`config.mk`:
```
export PLATFORM = sky130hd
export DESIGN_NAME = ponpoko_input_ctrl
export DESIGN_NICKNAME = d
export VERILOG_FILES = /design/src/rtl/ponpoko_input_ctrl.sv
export SDC_FILE = /design/constraint.sdc
export NUM_CORES = 1
export LEC_CHECK = 0
export ABC_AREA = 1
export BUFFER_PORTS_ARGS = -buffer_cell sky130_fd_sc_hd__buf_2
export CAP_MARGIN = 20
export CORE_ASPECT_RATIO = 1.1
export CORE_MARGIN = 1.5
export CORE_UTILIZATION = 45
export CTS_BUF_LIST = sky130_fd_sc_hd__clkbuf_4
export CTS_CLUSTER_DIAMETER = 50
export CTS_CLUSTER_SIZE = 25
export DETAILED_ROUTE_END_ITERATION = 6
export PLACE_DENSITY = 0.78
export SLEW_MARGIN = 20
export SYNTH_ARGS = -nofsm -noshare
export SYNTH_HDL_FRONTEND = slang
export SYNTH_SLANG_ARGS = --single-unit
```
`constraint.sdc`:
```
create_clock -name CLK -period 1.7 [get_ports CLK]
set_clock_uncertainty 0.2 [all_clocks]
set_input_delay 0.085 -clock CLK [delete_from_list [all_inputs] [get_ports CLK]]
set_output_delay 0.085 -clock CLK [all_outputs]
set_load 0.005 [all_outputs]
```
`src/rtl/ponpoko_input_ctrl.sv`:
```
// Player-input front end for the pacman core: PS/2 keys + two joysticks -> in0/in1, plus a timed coin pulse.
// Latency: joystick -> in0/in1 one cycle; PS/2 event -> in0/in1 two cycles; coin (in0[5]) lags FSM state by one cycle.
// Backpressure: none; outputs are refreshed every cycle and start requests arriving while busy are dropped.
//
// Ports:
//   CLK, RESET   system clock and synchronous active-high reset
//   ps2_key      [64] toggles per key event, [23:0] scancode bytes, [63:24] must be zero for a valid code
//   joystick_0/1 [0]R [1]L [2]D [3]U [4]fire [5]start1 [6]start2, active high, OR-merged
//   in0          {2'b11, ~coin, fire, down, right, left, up}
//   in1          {1'b0, start2, start1, fire, down, right, left, up}
//   coin_busy    high while the coin FSM is in COIN or LOCK
module ponpoko_input_ctrl #(
   parameter int COIN_CYCLES     = 2400000,
   parameter int COOLDOWN_CYCLES = 4800000,
   parameter int CNT_W           = 24
) (
   input  logic        CLK,
   input  logic        RESET,
   input  logic [64:0] ps2_key,
   input  logic [15:0] joystick_0,
   input  logic [15:0] joystick_1,
   output logic [7:0]  in0,
   output logic [7:0]  in1,
   output logic        coin_busy
);

   // A zero cooldown would skip LOCK's terminal cycle accounting; clamp to one.
   localparam int              COOL_EFF  = (COOLDOWN_CYCLES < 1) ? 1 : COOLDOWN_CYCLES;
   localparam logic [CNT_W-1:0] COIN_LOAD = CNT_W'(COIN_CYCLES - 1);
   localparam logic [CNT_W-1:0] COOL_LOAD = CNT_W'(COOL_EFF - 1);

   typedef enum logic [1:0] {S_IDLE, S_COIN, S_LOCK} coin_state_t;

   // ---------------- PS/2 decode ----------------
   logic       ps2_tog_q;
   logic       key_evt;
   logic       key_pressed;
   logic       key_ext;
   logic [8:0] key_code;

   always_comb begin
      key_evt     = (ps2_key[64] != ps2_tog_q);
      key_pressed = (ps2_key[15:8] != 8'hF0);
      // On a break the E0 prefix sits one byte further up, ahead of F0.
      key_ext     = key_pressed ? (ps2_key[15:8] == 8'hE0) : (ps2_key[23:16] == 8'hE0);
      // Garbage in the upper bytes collapses to a code that matches nothing.
      key_code    = (|ps2_key[63:24]) ? 9'h000 : {key_ext, ps2_key[7:0]};
   end

   logic k_up, k_down, k_left, k_right, k_fire, k_start1, k_start2;

   always_ff @(posedge CLK) begin
      if (RESET) begin
         ps2_tog_q <= 1'b0;
         k_up      <= 1'b0;
         k_down    <= 1'b0;
         k_left    <= 1'b0;
         k_right   <= 1'b0;
         k_fire    <= 1'b0;
         k_start1  <= 1'b0;
         k_start2  <= 1'b0;
      end else begin
         ps2_tog_q <= ps2_key[64];
         if (key_evt) begin
            // Arrow keys: plain and E0-extended variants both map.
            case (key_code[7:0])
               8'h75:   k_up    <= key_pressed;
               8'h72:   k_down  <= key_pressed;
               8'h6B:   k_left  <= key_pressed;
               8'h74:   k_right <= key_pressed;
               default: ;
            endcase
            // Space and left ctrl share one fire latch, so releasing either clears it.
            case (key_code)
               9'h029, 9'h014: k_fire   <= key_pressed;
               9'h005:         k_start1 <= key_pressed;
               9'h006:         k_start2 <= key_pressed;
               default:        ;
            endcase
         end
      end
   end

   // ---------------- merge ----------------
   logic [15:0] joy;
   logic        m_up, m_down, m_left, m_right, m_fire, m_start1, m_start2;
   logic        m_req, m_req_q, m_rise;
   logic        unused_joy;

   assign joy        = joystick_0 | joystick_1;
   assign m_right    = k_right  | joy[0];
   assign m_left     = k_left   | joy[1];
   assign m_down     = k_down   | joy[2];
   assign m_up       = k_up     | joy[3];
   assign m_fire     = k_fire   | joy[4];
   assign m_start1   = k_start1 | joy[5];
   assign m_start2   = k_start2 | joy[6];
   assign m_req      = m_start1 | m_start2;
   assign m_rise     = m_req & ~m_req_q;
   assign unused_joy = &{1'b0, joy[15:7]};

   // ---------------- coin FSM ----------------
   coin_state_t      state, state_nxt;
   logic [CNT_W-1:0] timer, timer_nxt;
   logic             coin;

   always_ff @(posedge CLK) begin
      if (RESET) begin
         state   <= S_IDLE;
         timer   <= '0;
         m_req_q <= 1'b0;
      end else begin
         state   <= state_nxt;
         timer   <= timer_nxt;
         m_req_q <= m_req;
      end
   end

   // Rises seen in COIN or LOCK are simply ignored; only IDLE looks at m_rise.
   always_comb begin
      state_nxt = state;
      timer_nxt = timer;
      coin      = 1'b0;
      case (state)
         S_IDLE: begin
            if (m_rise) begin
               state_nxt = S_COIN;
               timer_nxt = COIN_LOAD;
            end
         end
         S_COIN: begin
            coin = 1'b1;
            if (timer != '0) begin
               timer_nxt = timer - CNT_W'(1);
            end else begin
               state_nxt = S_LOCK;
               timer_nxt = COOL_LOAD;
            end
         end
         S_LOCK: begin
            if (timer != '0) timer_nxt = timer - CNT_W'(1);
            else             state_nxt = S_IDLE;
         end
         default: state_nxt = S_IDLE;
      endcase
   end

   assign coin_busy = (state != S_IDLE);

   // ---------------- output registers ----------------
   always_ff @(posedge CLK) begin
      if (RESET) begin
         in0 <= 8'hE0;
         in1 <= 8'h00;
      end else begin
         in0 <= {2'b11, ~coin, m_fire, m_down, m_right, m_left, m_up};
         in1 <= {1'b0, m_start2, m_start1, m_fire, m_down, m_right, m_left, m_up};
      end
   end

endmodule

```
==> flow_summary_export.csv, run 1 <==
group,metric,value,unit
clock_tree,ctsLongestPathBuffers,2,
timing,hold_violations,0,
grt,grt_pass1_wl,15800,um
clock_tree,clk_pin_slew,0.16,ns
routing,drcViolationCount,0,
floorplanning,initial_core_util,46.5,%
routing,drt-total-wl,10400,um
clock_tree,cts_tree,"built",
floorplanning,coreArea,0.00616,mm^2
floorplanning,io_pins,116,
placement,hpwl,6610,um
power_and_ir_drop,power_frac_clock,22.0,%
floorplanning,die_y,86.7,um
timing,rsz0062_at_grt,"true",
worst_setup_path,cp_max_fo,3,
routing,viasPerCell,5.20,
power_and_ir_drop,intPower,0.00240,W
clock_tree,htree_levels,2,
routing,ant_nets,0,
run_status,violations,"setup timing",
synth,synth_edf_count,0,
min_path,min_to,"k_down$_SDFFE_PP0P_",
worst_setup_path,crit-reg2reg-launch,"timer[21]$_SDFFE_PP0P_",
routing,drt_iter0_drc,229,
worst_setup_path,critPathMaxStageDelay,0.37,ns
clock_tree,root_buffer,"clkbuf_4",
synth,synth.top_cell.area_share,30.1,%
worst_setup_path,arrival,2.17,ns
placement,io_buffers,94,
clock_tree,clk_latency,0.38,ns
grt,grt_max_degree,19,
timing,period_share,123,%
placement,place_congestion,0.907,
cells_and_area,insertedDiodeCount,0,
routing,dr.pass1.iters,7,
timing,period_needed,2.09,ns
power_and_ir_drop,ir_worst_vdd,0.542,mV
worst_setup_path,slowest_stage,"dfxtp_1",
min_path,min_path_cells,6,
worst_setup_path,startpoint_type,"flop",
run_status,status,"finished with violations",
synth,yosysTopAreaCell,"dfxtp_1",
worst_setup_path,ff2ff_setup_slack,-0.39,ns
synth,ys.flop_type,"dfxtp_1",
synth,synthArstFlopShare,0,%
grt,grt_pass1_vias,3745,
worst_setup_path,rr_worst_depth,11,
cells_and_area,drive_gt1_share,41.4,%
synth,synth_cell_types,37,
floorplanning,rows,30,
min_path,min_path_type,"in -> reg",
worst_setup_path,worst-setup-path-type,"reg -> reg",
routing,vias,3856,
synth,avgSynthCellArea,6.20,um^2
synth,ys_warn_count,0,
worst_setup_path,crit_path_end_kind,"flop",
power_and_ir_drop,power_frac_seq,32.5,%
floorplanning,die_w,79.1,um
worst_setup_path,reg2reg_to,"timer[22]$_SDFFE_PP0P_",
cells_and_area,syn_to_final_growth,62.9,%
grt,grt_use_total,28.7,%
grt,antenna_found_initial,0,
worst_setup_path,required,1.78,ns
clock_tree,clock_sinks,43,
synth,synth-seq-cells,43,
synth,synth_seq_area_share,30.1,%
synth,mappedNetlistArea,0.00286,mm^2
cells_and_area,layout.nets,767,
worst_setup_path,worstPathCellList,"nor2_2, nand2_1, nor2_1, nand2_1, nor3_2, nand2_2, buf_6, nand4_1, nor2_1, nor2_1, nor2_1",
synth,synth.most_common_cell,"nor2_1",
grt,grt-ovfl-total,0,
worst_setup_path,crit_cells,11,
cells_and_area,fill_cells,422,
timing,holdWs,0.0137,ns
power_and_ir_drop,combPwrFrac,45.5,%
timing,max_freq,479,MHz
timing,drv_slew,0,
power_and_ir_drop,p_sw,0.00139,W
run,cap_violations,0,
floorplanning,dieArea,0.00685,mm^2
power_and_ir_drop,p_sw_share,36.7,%
power_and_ir_drop,power_density,814,mW/mm^2
synth,synthCells,462,
cells_and_area,final_core_util,75.8,%
timing,finalSetupTns,-7.60,ns
synth,synth_common_cells,"nor2_1 (119), nand2_1 (81), inv_1 (47)",
worst_setup_path,path_delay_family,"simple AND/OR/NAND/NOR gates",
synth,synth_area_leaders,"dfxtp_1 (30%), nor2_1 (16%), nand2_1 (11%), inv_1 (6.2%), nand3_1 (5.4%)",
clock_tree,cts-buffers-inserted,5,
worst_setup_path,worst-path-buf-inv,1,
timing,setup_viol,26,
worst_setup_path,crit_top_cell,"nor2_1",
min_path,hold_start,"ps2_key[2]",
power_and_ir_drop,leakagePower,2.29,nW
timing,setup_slack,-0.390,ns
routing,drt-wirelength-per-cell,14.0,um
routing by layer:
| metal | vias up | track usage, % | routed length (um) |
|---|---|---|---|
| li1 | 1862 | - | - |
| met1 | 1772 | 32.3 | 3970 |
| met2 | 174 | 53.2 | 5460 |
| met3 | 48 | 3.79 | 515 |
| met4 | 0 | 13.4 | 432 |
| met5 | - | 0 | 0 |
power groups by stage:
| stage | clock (W) | combinational (W) | sequential [W] |
|---|---|---|---|
| global placement | 0 | 0.00130 | 0.00120 |
| floorplan | 0 | 0.000703 | 0.00121 |
| finish | 0.000835 | 0.00173 | 0.00123 |
| CTS | 0.000838 | 0.00152 | 0.00120 |
| global route | 0.000871 | 0.00187 | 0.00124 |
| detailed placement | 0 | 0.00134 | 0.00120 |
through the flow:
step	setup slack (ns)	power, W	instances	instance area [um^2]
6_report	-0.390	0.00380	742	4660
3_3_place_gp	-0.139	0.00250	692	3890
5_1_grt	-0.513	0.00398	742	4660
2_1_floorplan	-0.0644	0.00191	463	2900
4_1_cts	-0.118	0.00356	736	4440
3_5_place_dp	-0.239	0.00254	692	3890
sequential cells by signal, indices dropped and copies added, names as in the netlist, 2 cells and up:
signal  flops
in0         6
in1         2
state       2
timer      24
cell type report:
class	count	area, um^2	share of cell area [%]
multi-input cells	354	1980	42.5
repair buffers	206	1390	29.7
flip-flops and latches	43	886	19.0
inverters	51	206	4.43
well taps	80	100	2.15
clock inverters	3	67.6	1.45
clock buffers	5	37.5	0.805
timing repair:
| action | in CTS | in global routing |
|---|---|---|
| gates resized for setup | 37 | 54 |
| buffers inserted | 9 | 6 |
| gates cloned | 0 | 0 |
| hold endpoints to repair | 15 | 3 |
| pin swaps | 20 | 27 |
| hold buffers | 27 | 3 |
| setup endpoints to repair | 27 | 30 |
layout by cell type (no fill, tap or decap), types with 4 or more instances in the layout:
cell,n
nand2_1,75
buf_4,83
nand4_1,9
nand2_2,9
nor2_1,95
nor3_2,4
nor2_4,15
dlygate4sd3_1,27
dfxtp_2,11
buf_2,94
nor2_2,13
a21oi_2,6
nand3_1,28
inv_1,42
ha_1,5
dfxtp_1,29
xor2_1,9
clkbuf_4,5
o21ai_1,12
o21ai_0,10
inv_2,5
nor3_1,11
a21oi_1,21
worst reg2reg max path: stages, from the launching register on:
cell,delay [ns]
dfxtp_1,0.37
nor2_2,0.16
nand2_1,0.11
nor2_1,0.09
nand2_1,0.08
nor3_2,0.25
nand2_2,0.13
buf_6,0.13
nand4_1,0.16
nor2_1,0.09
nor2_1,0.14
nor2_1,0.07
worst max-delay path by stage:
stage,end,from,slack [ns]
after floorplan,timer[2]$_SDFFE_PP0P_,timer[0]$_SDFFE_PP0P_,-0.06
after global placement,timer[21]$_SDFFE_PP0P_,timer[6]$_SDFFE_PP0P_,-0.14
after global routing,timer[22]$_SDFFE_PP0P_,timer[21]$_SDFFE_PP0P_,-0.51
after detailed placement,timer[18]$_SDFFE_PP0P_,state[1]$_SDFFE_PP0P_,-0.24
after CTS,timer[0]$_SDFFE_PP0P_,timer[1]$_SDFFE_PP0P_,-0.12
final,timer[22]$_SDFFE_PP0P_,timer[21]$_SDFFE_PP0P_,-0.39
kinds of logic after synthesis:
logic type | after synthesis | synth area share (%)
buffers and inverters | 66 | 10.3
other | 2 | 0.262
AO/OA/AOI/OAI | 58 | 10.9
AND/OR/NAND/NOR | 275 | 42.0
adder cells (fa/ha/maj) | 7 | 3.06
flip-flops | 43 | 30.1
XOR/XNOR | 11 | 3.36
No activity file was read; power rests on OpenSTA's default activity.
==> run 2, diff against run 1 <==
==> config.mk (replaced) <==
export PLATFORM = sky130hd
export DESIGN_NAME = ponpoko_input_ctrl
export DESIGN_NICKNAME = d
export VERILOG_FILES = /design/src/rtl/ponpoko_input_ctrl.sv
export SDC_FILE = /design/constraint.sdc
export NUM_CORES = 1
export LEC_CHECK = 0
export ABC_AREA = 0
export BUFFER_PORTS_ARGS = -buffer_cell sky130_fd_sc_hd__clkbuf_2
export CAP_MARGIN = 20
export CORE_ASPECT_RATIO = 1.1
export CORE_UTILIZATION = 45
export CTS_BUF_LIST = sky130_fd_sc_hd__clkbuf_4
export CTS_CLUSTER_DIAMETER = 50
export CTS_CLUSTER_SIZE = 25
export DETAILED_ROUTE_END_ITERATION = 6
export PLACE_DENSITY = 0.79
export SLEW_MARGIN = 20
export SYNTH_ARGS = -nofsm -noshare
export SYNTH_HDL_FRONTEND = slang
export SYNTH_SLANG_ARGS = --single-unit
==> run 2 against run 1 <==
- the run ends with hold timing, setup timing left
- first-iteration DRC count is 45% higher
- final cell count decreased by 15%
- wire length increased by 25%
- via count increased by 2.5%
- critical path type unchanged
- critical endpoint is now timer[2]$_SDFFE_PP0P_
- largest power group unchanged
==> flow_summary_export.csv, run 2 <==
group,metric,value,unit
run_status,status,"finished with violations",
run_status,violations,"hold timing, setup timing",
timing,slew_headroom,61.1,%
worst_setup_path,worstPathCellList,"nor4_4, nand2_4, or4_4, o211ai_4, buf_6, buf_6, nor2_4, nor4_4",
worst_setup_path,ff2ff_setup_slack,-0.82,ns
floorplanning,dieArea,0.00627,mm^2
placement,hpwl,6440,um
clock_tree,ctsLongestPathBuffers,2,
timing,setup_viol,28,
routing,ant_nets,0,
floorplanning,die_w,75.6,um
timing,rsz0062_at_grt,"true",
grt,grt_pass1_vias,3658,
synth,avgSynthCellArea,7.88,um^2
power_and_ir_drop,power_density,814,mW/mm^2
timing,holdWs,-0.113,ns
synth,ys_warn_count,0,
cells_and_area,final_core_util,83.7,%
cells_and_area,multi_input_area,0.00213,mm^2
cells_and_area,top_regs,"timer (24), in0 (6)",
routing,dr.pass1.iters,6,
synth,synth_compound_area_share,15.5,%
synth,synthArstFlopShare,0,%
synth,mappedNetlistArea,0.00268,mm^2
synth,synth_cell_types,55,
worst_setup_path,rr_worst_depth,8,
min_path,min_to,"in1[6]$_SDFF_PP0_",
grt,grt_max_degree,15,
worst_setup_path,crit_path_end_kind,"flop",
worst_setup_path,worst-setup-path-type,"reg -> reg",
min_path,min_path_type,"in -> reg",
power_and_ir_drop,ir_worst_vdd,0.655,mV
worst_setup_path,startpoint_type,"flop",
cells_and_area,layout.nets,656,
floorplanning,rows,29,
clock_tree,clock_sinks,43,
synth,yosysTopAreaCell,"dfxtp_1",
routing,drt-total-wl,13000,um
routing,vias,3953,
synth,synth-seq-cells,43,
cells_and_area,fill_cells,283,
clock_tree,cts_tree,"built",
timing,hold_violations,2,
grt,grt_use_total,34.0,%
floorplanning,io_pins,116,
synth,synth_edf_count,0,
clock_tree,clk_latency,0.38,ns
synth,synthXorXnorAreaFrac,1.63,%
synth,synth.top_cell.area_share,32.1,%
synth,synth_seq_area_share,32.1,%
grt,grt-ovfl-total,0,
clock_tree,root_buffer,"clkbuf_4",
cells_and_area,syn_to_final_growth,80.2,%
worst_setup_path,cp_max_fo,4,
floorplanning,coreArea,0.00577,mm^2
routing,drt-wirelength-per-cell,20.7,um
cells_and_area,drive_gt1_share,56.1,%
synth,synth.most_common_cell,"nor2_1",
synth,synth_fa_ha_area_share,3.27,%
placement,place_congestion,0.915,
floorplanning,die_y,82.9,um
routing,drt_iter0_drc,331,
worst_setup_path,crit-reg2reg-launch,"timer[7]$_SDFFE_PP0P_",
cells_and_area,top_register,"timer",
synth,ys.flop_type,"dfxtp_1",
timing,max_freq,398,MHz
timing,period_share,148,%
cells_and_area,design_area,0.00483,mm^2
routing,route.met2.wl,6420,um
placement,placed_area,0.00382,mm^2
timing,finalSetupTns,-15.69,ns
synth,synth_area_leaders,"dfxtp_1 (32%), nor2_1 (8.3%), nor4_1 (6.1%), nor3_1 (4.7%), a21oi_1 (4.3%)",
min_path,hold_start,"joystick_1[6]",
routing,drcViolationCount,0,
worst_setup_path,arrival,2.60,ns
placement,io_buffers,94,
worst_setup_path,slowest_stage,"or4_4",
worst_setup_path,required,1.79,ns
run,cap_violations,0,
floorplanning,initial_core_util,46.5,%
clock_tree,clk_pin_slew,0.14,ns
worst_setup_path,reg2reg_to,"timer[2]$_SDFFE_PP0P_",
grt,grt_pass1_wl,16500,um
synth,synth_top_family_by_area,"simple AND/OR/NAND/NOR gates",
clock_tree,htree_levels,2,
clock_tree,cts-buffers-inserted,5,
cells_and_area,regArea,878,um^2
power_and_ir_drop,leakagePower,2.13,nW
timing,period_needed,2.52,ns
synth,synth_mux_area_share,3.36,%
routing,wl_met1,4520,um
routing,viasPerCell,6.28,
timing,drv_slew,0,
grt,antenna_found_initial,1,
synth,synth-simple-area-share,38.4,%
cells_and_area,final_cell_mix,"clkbuf_2 (94), buf_4 (82), nor2_1 (48)",
routing,top_layer,"met4",
routing,wl_met3,1010,um
synth,synthCells,340,
worst_setup_path,worst-path-buf-inv,2,
clock_tree,hold_buffers,21,
cells_and_area,layout_commonest_cell,"clkbuf_2",
timing,tightest_slew,0.576,ns
synth,synth_common_cells,"nor2_1 (59), dfxtp_1 (43), nor4_1 (26)",
min_path,min_path_cells,4,
timing,setup_slack,-0.815,ns
worst_setup_path,critPathMaxStageDelay,0.56,ns
worst_setup_path,path_delay_family,"simple AND/OR/NAND/NOR gates",
cells_and_area,largest_reg_flops,24,
-- run 2: per-layer routing --
layer	up-vias	GRT usage, %
met3	113	6.19
met5	-	0
met2	336	58.4
met4	0	23.7
met1	1824	36.0
li1	1680	-
-- run 2: timing repair --
action / in CTS / in global routing
setup buffers: 17 / 16
endpoints found under the setup margin: 28 / 34
cloned: 1 / 0
gates resized for setup: 46 / 71
pin swaps: 23 / 32
hold endpoints to repair: 21 / 2
-- run 2: logic make-up after synthesis --
logic type      after synthesis
mux                           9
buf+inv                      28
xor+xnor                      5
simple gates                183
compound gates               63
flops                        43
fa+ha+maj                     7
other cells                   2
-- run 2: how the worst max path moves through the flow --
| stage | from | to | slack (ns) | cells past startpoint |
|---|---|---|---|---|
| after detailed placement | timer[2]$_SDFFE_PP0P_ | timer[2]$_SDFFE_PP0P_ | -0.66 | 8 |
| after CTS | timer[5]$_SDFFE_PP0P_ | timer[5]$_SDFFE_PP0P_ | -0.55 | 7 |
| after global routing | timer[7]$_SDFFE_PP0P_ | timer[2]$_SDFFE_PP0P_ | -0.91 | 8 |
| after floorplan | timer[17]$_SDFFE_PP0P_ | timer[2]$_SDFFE_PP0P_ | -0.48 | 7 |
| final | timer[7]$_SDFFE_PP0P_ | timer[2]$_SDFFE_PP0P_ | -0.82 | 8 |
| after global placement | timer[2]$_SDFFE_PP0P_ | timer[2]$_SDFFE_PP0P_ | -0.56 | 8 |
-- run 2: worst min-delay path, cell delays in order --
cell and delay [ns]:
clkbuf_2 0.09, nor3_1 0.06, buf_4 0.13, nor2_1 0.07
-- run 2: final cells by class --
class | instances | share of cell area, %
flip-flops and latches | 43 | 18.2
repair buffers | 222 | 33.3
diodes | 1 | 0.0518
inverters | 8 | 0.622
clock inverters | 3 | 0.907
multi-input cells | 270 | 44.2
well taps | 77 | 2.00
clock buffers | 5 | 0.777
-- run 2: power by group --
part	internal, W	switching, W	total [W]
Combinational	0.00100	0.00104	0.00204
Sequential	0.00111	0.0000938	0.00120
Clock	0.000310	0.000374	0.000684
-- run 2: through the flow --
stage	setup slack, ns	cells	total power, W
6_report	-0.815	629	0.00393
5_1_grt	-0.913	629	0.00407
4_1_cts	-0.554	616	0.00344
3_5_place_dp	-0.655	569	0.00252
3_3_place_gp	-0.559	569	0.00249
2_1_floorplan	-0.480	341	0.00191
==> run 3, diff against run 2 <==
--- a/config.mk
+++ b/config.mk
@@ -6,15 +6,15 @@
 export NUM_CORES = 1
 export LEC_CHECK = 0
 export ABC_AREA = 0
-export BUFFER_PORTS_ARGS = -buffer_cell sky130_fd_sc_hd__clkbuf_2
 export CAP_MARGIN = 20
 export CORE_ASPECT_RATIO = 1.1
-export CORE_UTILIZATION = 45
+export CORE_UTILIZATION = 50
 export CTS_BUF_LIST = sky130_fd_sc_hd__clkbuf_4
 export CTS_CLUSTER_DIAMETER = 50
 export CTS_CLUSTER_SIZE = 25
 export DETAILED_ROUTE_END_ITERATION = 6
-export PLACE_DENSITY = 0.79
+export DONT_BUFFER_PORTS = 1
+export PLACE_DENSITY = 0.68
 export SLEW_MARGIN = 20
 export SYNTH_ARGS = -nofsm -noshare
 export SYNTH_HDL_FRONTEND = slang
==> run 3 against run 2 <==
- the flow still finishes with violations (hold timing, setup timing)
- critical path depth increased by 2
- setup slack improved by 0.20 ns
- final cell count decreased by 20%
- via count decreased by 18%
- die area decreased by 9.8%
- sequential share of layout area increased by 3.2 points
- worst hold slack got worse by 0.067 ns
- clock power decreased by 28%
- critical path type unchanged
- largest power group unchanged
==> flow_summary_export.csv, run 3 (synthesis gave the netlist of run 2 again) <==
group,metric,value,unit
run,cap_violations,0,
timing,period_share,136,%
placement,hpwl,5670,um
grt,grt_pass1_vias,3011,
clock_tree,ctsLongestPathBuffers,2,
timing,setup_slack,-0.614,ns
placement,io_buffers,0,
cells_and_area,insertedDiodeCount,0,
routing,drt-total-wl,9710,um
clock_tree,root_buffer,"clkbuf_4",
grt,grt_use_total,31.1,%
worst_setup_path,slowest_stage,"dfxtp_2",
grt,grt_pass1_wl,13800,um
cells_and_area,top_register,"timer",
floorplanning,dieArea,0.00566,mm^2
cells_and_area,largest_reg_flops,24,
power_and_ir_drop,p_sw_share,37.7,%
timing,holdWs,-0.180,ns
floorplanning,die_w,71.8,um
cells_and_area,top_regs,"timer (24), in0 (6)",
worst_setup_path,cp_max_fo,7,
grt,antenna_found_initial,0,
timing,setup_viol,26,
timing,period_needed,2.31,ns
routing,dr.pass1.iters,4,
worst_setup_path,startpoint_type,"flop",
grt,grt-ovfl-total,0,
cells_and_area,syn_to_final_growth,53.5,%
worst_setup_path,crit_top_cell,"buf_4",
floorplanning,io_pins,116,
worst_setup_path,crit_path_end_kind,"flop",
run_status,violations,"hold timing, setup timing",
power_and_ir_drop,leakagePower,1.65,nW
timing,slew_headroom,65.8,%
placement,placed_cells,458,
clock_tree,cts_tree,"built",
worst_setup_path,worst-setup-path-type,"reg -> reg",
min_path,min_path_type,"in -> reg",
placement,place_congestion,0.892,
floorplanning,coreArea,0.00507,mm^2
cells_and_area,layout_commonest_cell,"buf_4",
cells_and_area,drive_gt1_share,41.5,%
clock_tree,clk_pin_slew,0.13,ns
power_and_ir_drop,power_frac_clock,14.8,%
floorplanning,initial_core_util,52.9,%
cells_and_area,layout.nets,553,
placement,pre_cts_ws,-0.565,ns
clock_tree,cts-buffers-inserted,5,
clock_tree,clk_latency,0.37,ns
run_status,status,"finished with violations",
worst_setup_path,arrival,2.39,ns
worst_setup_path,required,1.78,ns
clock_tree,clock_sinks,43,
clock_tree,hold_buffers,25,
timing,max_freq,432,MHz
worst_setup_path,worst-path-buf-inv,4,
cells_and_area,final_cell_mix,"buf_4 (81), nor2_1 (54), dfxtp_1 (29)",
clock_tree,htree_levels,2,
timing,tightest_slew,0.509,ns
power_and_ir_drop,combPwrFrac,48.9,%
timing,hold_violations,2,
grt,grt_max_degree,42,
routing,drt-wirelength-per-cell,19.2,um
worst_setup_path,path_delay_family,"buffers and inverters",
floorplanning,die_y,78.8,um
timing,rsz0062_at_grt,"true",
power_and_ir_drop,power_frac_seq,36.3,%
power_and_ir_drop,p_sw,0.00125,W
power_and_ir_drop,ir_worst_vdd,0.460,mV
routing,vias,3240,
power_and_ir_drop,intPower,0.00206,W
routing,ant_nets,0,
timing,drv_slew,0,
cells_and_area,instances_no_fill,506,
routing,viasPerCell,6.40,
worst_setup_path,worstPathCellList,"nor4_4, buf_4, buf_6, nand4b_1, buf_4, o21ai_4, buf_4, nor3_2, xnor2_1, nor2_1",
routing,drt_iter0_drc,194,
routing,drcViolationCount,0,
worst_setup_path,critPathMaxStageDelay,0.36,ns
floorplanning,rows,27,
power_and_ir_drop,power_density,805,mW/mm^2
==> run 3: final timing paths <==
check | from | end | slack (ns) | cells after the start
worst max-delay path | timer[5]$_SDFFE_PP0P_ | timer[23]$_SDFFE_PP0P_ | -0.61 | 10
worst min-delay path | joystick_0[6] | in1[6]$_SDFF_PP0_ | -0.18 | 3
worst max register to register | timer[5]$_SDFFE_PP0P_ | timer[23]$_SDFFE_PP0P_ | -0.61 | 10
worst min register to register | k_down$_SDFFE_PP0P_ | k_down$_SDFFE_PP0P_ | 0.32 | 2
==> run 3: cell type report <==
class | count | area, um^2
timing repair buffer | 119 | 1030
multi-input combinational | 270 | 2050
sequential | 43 | 878
tap | 58 | 72.6
inverter | 8 | 30.0
clock inverter | 3 | 15.0
clock buffer | 5 | 37.5
fill | 308 | 955
==> run 3: metrics by stage <==
step / power (W) / utilization (%) / cell area [um^2] / hold slack (ns) / TNS (ns)
detailed placement: 0.00240 / 65.9 / 3340 / -0.0468 / -10.94
floorplan: 0.00191 / - / 2790 / 0.00454 / -8.63
global placement: 0.00238 / 65.9 / 3340 / -0.0479 / -10.09
global route: 0.00347 / 81.2 / 4110 / -0.158 / -15.34
finish: 0.00331 / 81.2 / 4110 / -0.180 / -13.07
CTS: 0.00309 / 75.8 / 3840 / -0.202 / -11.30
==> run 3: tightest hold or removal path: cells and delay by family <==
family	cells	cell delay, ns
buffers and inverters	1	0.15
and+or+nand+nor	2	0.14
==> run 3: per-layer routing <==
metal / part of all wire (%) / track usage, % / up-vias
met5: 0 / 0 / -
met4: 3.9 / 17.3 / 0
li1: - / - / 1476
met2: 51 / 55.7 / 199
met1: 37 / 34.0 / 1525
met3: 7.6 / 6.35 / 40
==> run 3: repair_timing <==
action                     in CTS  in global routing
setup endpoints to repair      26                 35
hold endpoints to repair       43                  2
pin swaps                      21                 19
gates cloned                    1                  0
buffers inserted                5                  9
resized for setup              40                 45
==> run 3: power groups by stage <==
| stage | Clock (W) | Combinational, W | Sequential [W] |
|---|---|---|---|
| after floorplan | 0 | 0.000687 | 0.00122 |
| after global placement | 0 | 0.00118 | 0.00120 |
| after detailed placement | 0 | 0.00119 | 0.00121 |
| after CTS | 0.000504 | 0.00139 | 0.00119 |
| after global routing | 0.000551 | 0.00171 | 0.00121 |
| final | 0.000490 | 0.00162 | 0.00120 |
